`src/rtl/drive_sequencer.sv`:
```
// drive_sequencer: drives the direction code and LEDR torque banks from a step table or a manual override.
// Latency: one cycle from sampled inputs to the registered outputs.
// Backpressure: none. man_req pauses a running program and freezes its timers. Build option DRIVE_SEQUENCER_LOOP_EN wraps the program.
module drive_sequencer #(
  parameter int DEPTH    = 8,
  parameter int DWELL_W  = 16,
  parameter int TICK_DIV = 50000
) (
  input  logic                     timer,
  input  logic                     reset,
  input  logic                     prog_we,
  input  logic [$clog2(DEPTH)-1:0] prog_addr,
  input  logic [1:0]               prog_dir,
  input  logic [DWELL_W-1:0]       prog_dwell,
  input  logic                     start,
  input  logic                     stop,
  input  logic                     man_req,
  input  logic [1:0]               man_dir,
  output logic [1:0]               direc,
  output logic [8:0]               left_LED,
  output logic [8:0]               right_LED,
  output logic                     busy,
  output logic                     done,
  output logic                     owner,
  output logic [$clog2(DEPTH)-1:0] step_idx
);

  localparam int AW = $clog2(DEPTH);
  localparam int PW = (TICK_DIV > 2) ? $clog2(TICK_DIV) : 1;

  typedef enum logic [1:0] {S_IDLE, S_RUN, S_PAUSE} state_t;

  state_t             state, state_nxt;
  logic [PW-1:0]      presc, presc_nxt;
  logic [DWELL_W-1:0] dwell_cnt, dwell_nxt;
  logic [AW-1:0]      idx_nxt;
  logic               done_nxt, busy_nxt, owner_nxt;
  logic [1:0]         dir_nxt;
  logic [17:0]        leds_nxt;

  logic [1:0]         tbl_dir   [DEPTH];
  logic [DWELL_W-1:0] tbl_dwell [DEPTH];

  logic [AW-1:0]      nidx;
  logic               last_step;
  logic               tick;

  // {left, right} torque pattern for a direction code
  function automatic logic [17:0] led_pat(input logic [1:0] d);
    case (d)
      2'b00:   led_pat = {9'b000001111, 9'b000001111};
      2'b01:   led_pat = {9'b111100000, 9'b111100000};
      2'b10:   led_pat = {9'b000001100, 9'b000001111};
      default: led_pat = {9'b000001111, 9'b000001100};
    endcase
  endfunction

  assign nidx      = step_idx + AW'(1);
  assign last_step = (step_idx == AW'(DEPTH - 1)) || (tbl_dwell[nidx] == '0);
  assign tick      = (presc == PW'(TICK_DIV - 1));

  // Step table: only writable while idle so a running program never changes under itself
  always_ff @(posedge timer) begin
    if (reset) begin
      for (int i = 0; i < DEPTH; i++) begin
        tbl_dir[i]   <= '0;
        tbl_dwell[i] <= '0;
      end
    end else if (prog_we && state == S_IDLE) begin
      tbl_dir[prog_addr]   <= prog_dir;
      tbl_dwell[prog_addr] <= prog_dwell;
    end
  end

  // Next-state, step timing and output selection
  always_comb begin
    state_nxt = state;
    presc_nxt = presc;
    dwell_nxt = dwell_cnt;
    idx_nxt   = step_idx;
    done_nxt  = 1'b0;
    case (state)
      S_IDLE: begin
        if (start && !stop) begin
          if (tbl_dwell[0] == '0) begin
            done_nxt = 1'b1;
          end else begin
            state_nxt = S_RUN;
            idx_nxt   = '0;
            dwell_nxt = tbl_dwell[0];
            presc_nxt = '0;
          end
        end
      end
      S_RUN, S_PAUSE: begin
        if (stop) begin
          state_nxt = S_IDLE;
          idx_nxt   = '0;
          presc_nxt = '0;
          dwell_nxt = '0;
        end else if (man_req) begin
          // timers frozen; the cycle that sees man_req does not count
          state_nxt = S_PAUSE;
        end else begin
          // a cycle leaving PAUSE counts so resumed time matches the remainder exactly
          state_nxt = S_RUN;
          if (!tick) begin
            presc_nxt = presc + PW'(1);
          end else begin
            presc_nxt = '0;
            if (dwell_cnt != DWELL_W'(1)) begin
              dwell_nxt = dwell_cnt - DWELL_W'(1);
            end else if (!last_step) begin
              idx_nxt   = nidx;
              dwell_nxt = tbl_dwell[nidx];
            end else begin
              done_nxt = 1'b1;
`ifdef DRIVE_SEQUENCER_LOOP_EN
              idx_nxt   = '0;
              dwell_nxt = tbl_dwell[0];
`else
              state_nxt = S_IDLE;
              idx_nxt   = '0;
              dwell_nxt = '0;
`endif
            end
          end
        end
      end
      default: state_nxt = S_IDLE;
    endcase

    busy_nxt = (state_nxt != S_IDLE);
    if (man_req) begin
      dir_nxt   = man_dir;
      owner_nxt = 1'b1;
      leds_nxt  = led_pat(man_dir);
    end else if (busy_nxt) begin
      dir_nxt   = tbl_dir[idx_nxt];
      owner_nxt = 1'b0;
      leds_nxt  = led_pat(tbl_dir[idx_nxt]);
    end else begin
      dir_nxt   = 2'b00;
      owner_nxt = 1'b0;
      leds_nxt  = '0;
    end
  end

  // Sequencer state and timers
  always_ff @(posedge timer) begin
    if (reset) begin
      state     <= S_IDLE;
      presc     <= '0;
      dwell_cnt <= '0;
      step_idx  <= '0;
    end else begin
      state     <= state_nxt;
      presc     <= presc_nxt;
      dwell_cnt <= dwell_nxt;
      step_idx  <= idx_nxt;
    end
  end

  // Registered outputs
  always_ff @(posedge timer) begin
    if (reset) begin
      direc     <= '0;
      left_LED  <= '0;
      right_LED <= '0;
      busy      <= 1'b0;
      done      <= 1'b0;
      owner     <= 1'b0;
    end else begin
      direc     <= dir_nxt;
      left_LED  <= leds_nxt[17:9];
      right_LED <= leds_nxt[8:0];
      busy      <= busy_nxt;
      done      <= done_nxt;
      owner     <= owner_nxt;
    end
  end

endmodule
```
`config.mk`:
```
export PLATFORM = sky130hd
export DESIGN_NAME = drive_sequencer
export DESIGN_NICKNAME = d
export VERILOG_FILES = /design/src/rtl/drive_sequencer.sv
export SDC_FILE = /design/constraint.sdc
export NUM_CORES = 1
export LEC_CHECK = 0
export CAP_MARGIN = 20
export CELL_PAD_IN_SITES_DETAIL_PLACEMENT = 0
export CELL_PAD_IN_SITES_GLOBAL_PLACEMENT = 2
export CORE_MARGIN = 2
export CORE_UTILIZATION = 41
export DETAILED_ROUTE_END_ITERATION = 10
export PLACE_DENSITY_LB_ADDON = 0.1
export SKIP_CTS_REPAIR_TIMING = 1
export SLEW_MARGIN = 20
export SYNTH_ARGS = -nofsm -noshare
export SYNTH_HDL_FRONTEND = slang
export SYNTH_SLANG_ARGS = --single-unit
```
`constraint.sdc`:
```
create_clock -name timer -period 5.7 [get_ports timer]
set_input_delay 0.57 -clock timer [delete_from_list [all_inputs] [get_ports timer]]
set_output_delay 0.57 -clock timer [all_outputs]
set_load 0.1 [all_outputs]
```
==> out/metrics.yaml, run 1 <==
status: "finished clean"
final_common_cell: "and2_1"
diodes: 0
drc_errors: 0
worst-setup-path-type: "flop to flop"
worstMarginPinSlew_ns: 1.032
yosysSeqAreaShare_pct: 54.68
io_buffer_count: 52
place_area_mm2: 0.01036
cts_tree: "built"
pwr-share-comb_pct: 14.0
ys_seq_elements: 190
cp-end-kind: "flop"
drtIter0Drc: 380
power.clock.fraction_pct: 36.0
grt_max_degree: 39
clock_latency_ns: 0.43
numCtsBuffers: 17
viasPerCell: 5.514
grt_first_pass_wirelength_um: 37950
synth_area_mm2: 0.009592
gp_congestion: 0.8388
antenna_found_initial: 0
met2_usage_pct: 35.63
die-area_mm2: 0.02463
ys_types: 68
p_int_w: 0.002283
hold_viol: 0
grt_overflow_total: 0
clock_path_buffers: 2
min_period_ns: 4.565
nNetsFinal: 877
drv_slew: 0
maxSlewHeadroom_pct: 31.20
p_sw_w: 0.0009202
area_growth_pct: 13.83
antenna_left: 0
crit_fanout: 20
htree_num_levels: 4
crit_required_ns: 6.03
crit_arrival_ns: 4.89
track_usage_pct: 21.06
met1_usage_pct: 26.68
numClockSinks: 190
p_sw_share_pct: 28.73
seqPwrFrac_pct: 50.0
ys_warn_count: 0
dr_total_vias: 6407
coreArea_mm2: 0.02278
synth_ff_type: "edfxtp_1"
synth_cells: 803
drive_gt1_share_pct: 10.72
ctsRootBufferMaster: "clkbuf_16"
grt_busiest_layer: "met2"
die_x_um: 157.0
vdd_drop_max_mv: 0.1382
io_pins: 55
maxClockFrequency_mhz: 219.1
syn_area_per_cell_um2: 11.94
wl_per_cell_um: 21.36
p_per_area_mw_per_mm2: 293.4
clk_pin_slew_ns: 0.07
design_area_mm2: 0.01092
rsz0062_at_grt: "no"
std_cell_rows: 55
finalSetupTns_ns: 0
p_leak_nw: 3.856
met3_usage_pct: 4.681
hp-class: "flop to flop"
synth_edf_count: 144
initial_core_util_pct: 42.11
start_kind: "flop"
firstDrtPassIters: 7
drv_cap: 0
post-dp-hpwl_um: 16170
min_period_over_period_pct: 80.09
grt_pass1_vias: 6468
fin_skew_ns: 0.01139
layout_common_cells: "151 x and2_1, 144 x edfxtp_1, 52 x clkdlybuf4s50_1"
die_h_um: 157.0
fill_cells: 2004
async_flop_share_pct: 0
setup_viol: 0
wl_um: 24820
area by class of cell:
type,count,area (um2),share of cell area [%]
well taps,313,391.6,3.587
flip-flops and latches,190,5246,48.05
multi-input cells,539,3996,36.60
repair buffers,67,645.6,5.913
inverters,22,82.58,0.7564
clock inverters,14,130.1,1.192
clock buffers,17,425.4,3.896
registers in the layout, indices dropped and copies added, names as in the netlist, 2 cells and up:
| signal | cells |
|---|---|
| direc | 2 |
| step_idx | 3 |
| state | 2 |
| tbl_dir | 16 |
| left_LED | 3 |
| tbl_dwell | 128 |
| dwell_cnt | 16 |
| presc | 16 |
path summary, 6_finish.rpt:
path                             startpoint  cells after the start  slack [ns]           to
worst max-delay path            step_idx[1]                     13        1.14  left_LED[1]
worst min-delay path              presc[10]                      2        0.48    presc[10]
worst max register to register  step_idx[1]                     13        1.14  left_LED[1]
worst min register to register    presc[10]                      2        0.48    presc[10]
critical path, cell delays in order, from the launching register on:
cell and delay, ns:
dfxtp_1 0.35, ha_1 0.83, buf_12 0.25, mux4_2 0.30, mux2i_1 0.28, nand4_1 0.19, nor4_4 0.64, buf_4 0.29
nand3_1 0.08, nor3b_1 0.15, or4_4 0.56, inv_1 0.10, ha_1 0.23, a22o_1 0.20
layer usage:
layer / vias to the layer above / share of wire [%]
met3: 35 / 5.3
met1: 3173 / 43
met5: - / 0
li1: 2996 / -
met2: 203 / 49
met4: 0 / 2.8
Yosys cell counts (11+ instances only):
| library cell | number | share of area (%) |
|---|---|---|
| ha_1 | 11 | 1.4 |
| o22ai_1 | 17 | 1.1 |
| clkbuf_1 | 32 | 1.3 |
| xor2_1 | 12 | 1.1 |
| nor3_1 | 18 | 0.94 |
| and2_1 | 151 | 9.8 |
| a21oi_1 | 23 | 1.2 |
| mux2i_1 | 17 | 1.8 |
| mux4_2 | 22 | 5.2 |
| nand3_1 | 14 | 0.73 |
| xnor2_1 | 13 | 1.2 |
| dfxtp_1 | 46 | 9.6 |
| nor2_1 | 52 | 2.0 |
| inv_1 | 22 | 0.86 |
| o21ai_0 | 20 | 1.0 |
| nand2_1 | 42 | 1.6 |
| buf_4 | 15 | 1.2 |
| edfxtp_1 | 144 | 45 |
power by group through the flow:
stage	combinational [W]	clock (W)	sequential (W)
2_1_floorplan	0.000291	0	0.00165
3_3_place_gp	0.000446	0	0.00163
3_5_place_dp	0.000446	0	0.00163
4_1_cts	0.000448	0.00116	0.00160
5_1_grt	0.000485	0.00122	0.00161
6_report	0.000447	0.00115	0.00160
per-stage QoR:
step / setup WS (ns) / total power (W) / std cells / hold slack (ns) / util [%]
5_1_grt: 0.8233 / 0.003315 / 1162 / 0.5082 / 47.93
2_1_floorplan: 1.069 / 0.001939 / 804 / 0.4485 / -
3_3_place_gp: 1.131 / 0.002077 / 1131 / 0.4715 / 45.49
4_1_cts: 1.090 / 0.003211 / 1162 / 0.4868 / 47.93
3_5_place_dp: 1.058 / 0.002079 / 1131 / 0.4770 / 45.49
6_report: 1.135 / 0.003203 / 1162 / 0.4842 / 47.93
kinds of logic after synthesis:
| group | Yosys count | share of synthesized area, % |
|---|---|---|
| adders and majority gates | 11 | 1.435 |
| xor gates and xnor gates | 25 | 2.283 |
| and+or+nand+nor | 353 | 21.13 |
| muxes | 49 | 9.679 |
| AOI/OAI and AO/OA | 99 | 6.809 |
| buffers and inverters | 75 | 3.939 |
| other | 1 | 0.03910 |
| DFF | 190 | 54.68 |
Note: power is estimated with default switching activity, not from simulation.
==> inputs of run 2 (changes only) <==
--- a/config.mk
+++ b/config.mk
@@ -9,7 +9,7 @@
 export CELL_PAD_IN_SITES_DETAIL_PLACEMENT = 0
 export CELL_PAD_IN_SITES_GLOBAL_PLACEMENT = 2
 export CORE_MARGIN = 2
-export CORE_UTILIZATION = 41
+export CORE_UTILIZATION = 37
 export DETAILED_ROUTE_END_ITERATION = 10
 export PLACE_DENSITY_LB_ADDON = 0.1
 export SKIP_CTS_REPAIR_TIMING = 1
==> constraint.sdc (replaced) <==
create_clock -name timer -period 3.9 [get_ports timer]
set_input_delay 0.39 -clock timer [delete_from_list [all_inputs] [get_ports timer]]
set_output_delay 0.39 -clock timer [all_outputs]
set_load 0.1 [all_outputs]
==> out/metrics.yaml, run 2 (same netlist as run 1, synthesis figures left out) <==
slowest_delay_ns: 0.62  # -0.21 ns
maxSlewHeadroom_pct: 33.41  # +2.2 points
clock_path_buffers: 2  # unchanged
worstMarginPinSlew_ns: 0.9957  # -0.03629 ns
gp_congestion: 0.8263  # -1.5%
hold_viol: 0  # unchanged
path_depth: 13  # unchanged
min_period_over_period_pct: 96.48  # +16 points
min_period_ns: 3.763  # -0.8024 ns
place_area_mm2: 0.01063  # +2.6%
dp_worst_setup_slack_ns: -0.03403  # -1.092 ns
die_h_um: 165.0  # +5.1%
drtIter0Drc: 447  # +18%
crit_arrival_ns: 4.10  # -0.79 ns
drive_gt1_share_pct: 15.58  # +4.9 points
grt_overflow_total: 0  # unchanged
clk_pin_slew_ns: 0.08  # about the same
htree_num_levels: 4  # unchanged
diodes: 0  # unchanged
grt_max_degree: 34  # -13%
hold_depth: 2  # unchanged
nNetsFinal: 913  # +4.1%
status: "finished clean"
initial_core_util_pct: 37.87  # -4.2 points
crit_fanout: 19  # -5.0%
fin_skew_ns: 0.01813  # +0.006734 ns
vdd_drop_max_mv: 0.2935  # +110%
die-area_mm2: 0.02723  # +11%
firstDrtPassIters: 5  # -2
met1_usage_pct: 26.82  # +0.14 points
grt_busiest_layer: "met2"
drv_slew: 0  # unchanged
worst-setup-path-type: "flop to flop"
start_kind: "flop"
grt_first_pass_wirelength_um: 39860  # +5.0%
io_pins: 55  # unchanged
final_common_cell: "and2_1"
numClockSinks: 190  # unchanged
hp-class: "flop to flop"
largest_register_ff_count: 128  # unchanged
cpLargestDelayFamily: "simple AND/OR/NAND/NOR gates"
design_area_mm2: 0.01138  # +4.2%
top_register: "tbl_dwell"
fin_cells: 1216  # +4.6%
worstPathCellList: "buf_12 > mux4_1 > mux2i_2 > nand4_1 > nor4_4 > buf_6 > a2bb2oi_2 > a211oi_1 > o2111a_1 > or4_4 > inv_1 > ha_1 > a22o_1"
met3_usage_pct: 3.214  # -1.5 points
crit_buf_inv: 3  # unchanged
wl_per_cell_um: 21.57  # +0.98%
numCtsBuffers: 17  # unchanged
clock_latency_ns: 0.44  # about the same
r2r_cells: 13  # unchanged
cp-end-kind: "flop"
antenna_left: 0  # unchanged
crit_required_ns: 4.23  # -1.80 ns
p_per_area_mw_per_mm2: 424.2  # +45%
cts_tree: "built"
drc_errors: 0  # unchanged
layout_common_cells: "151 x and2_1, 144 x edfxtp_1, 52 x nor2_1, 52 x clkdlybuf4s50_1"
grt_pass1_vias: 6463  # -0.077%
std_cell_rows: 58  # +5.5%
fin_ws_ns: 0.1374  # -0.9976 ns
place_inst: 1179  # +4.2%
io_buffer_count: 52  # unchanged
wl_um: 26230  # +5.7%
post-dp-hpwl_um: 16990  # +5.1%
maxClockFrequency_mhz: 265.8  # +21%
dr_total_vias: 6522  # +1.8%
coreArea_mm2: 0.02533  # +11%
ctsRootBufferMaster: "clkbuf_16"
track_usage_pct: 20.05  # -1.0 points
area_growth_pct: 18.60
crit_slowest_cell: "mux4_1"
finalSetupTns_ns: 0  # unchanged
antenna_found_initial: 0  # unchanged
rrSetupSlack_ns: 0.14  # -1.00 ns
p_leak_nw: 4.085  # +5.9%
met2_usage_pct: 34.07  # -1.6 points
viasPerCell: 5.363  # -2.7%
drv_cap: 0  # unchanged
setup_viol: 0  # unchanged
die_x_um: 165.0  # +5.1%
-- run 2: cell types whose count changed in the layout (fill, tap and decap cells not counted), moves of 3 or more --
cell / change
clkinv_8: +4
mux2i_2: +7
inv_6: +3
buf_12: +3
clkinv_4: -3
mux2i_1: -7
buf_4: +29
inv_8: -3
-- run 2: tightest hold or removal path, stage by stage, from the launching register on --
cell	delay [ns]
dfxtp_1	0.32
o31ai_1	0.06
a21oi_1	0.06
-- run 2: where the power goes --
group          internal (W)  switching [W]
combinational      0.000246       0.000440
sequential          0.00227      0.0000680
clock              0.000877       0.000923
-- run 2: final cells by class --
cell class	instances	area (um2)
Multi-Input combinational cell	539	4039
Fill cell	2321	13950
Sequential cell	190	5254
Timing Repair Buffer	103	979.7
Clock inverter	15	182.7
Tap cell	330	412.9
Inverter	22	82.58
Clock buffer	17	425.4
-- run 2: path summary, 6_finish.rpt --
kind | start | to
max | step_idx[0] | left_LED[1]
min | presc[10] | presc[10]
max reg2reg | step_idx[0] | left_LED[1]
min reg2reg | presc[10] | presc[10]
-- run 2: through the flow --
stage                     util [%]  power, W  hold slack, ns
after floorplan                  -  0.002832          0.4485
after global placement       41.98  0.003062          0.4708
after detailed placement     41.98  0.003069          0.4723
after CTS                    44.38  0.004856          0.4831
after global routing         44.92  0.005008          0.5233
final                        44.92  0.004826          0.4834
-- run 2: layer usage --
metal | routed length [um] | up-vias
met4 | 459 | 0
met3 | 817 | 22
met5 | 0 | -
met2 | 12880 | 139
met1 | 12070 | 3294
li1 | - | 3067
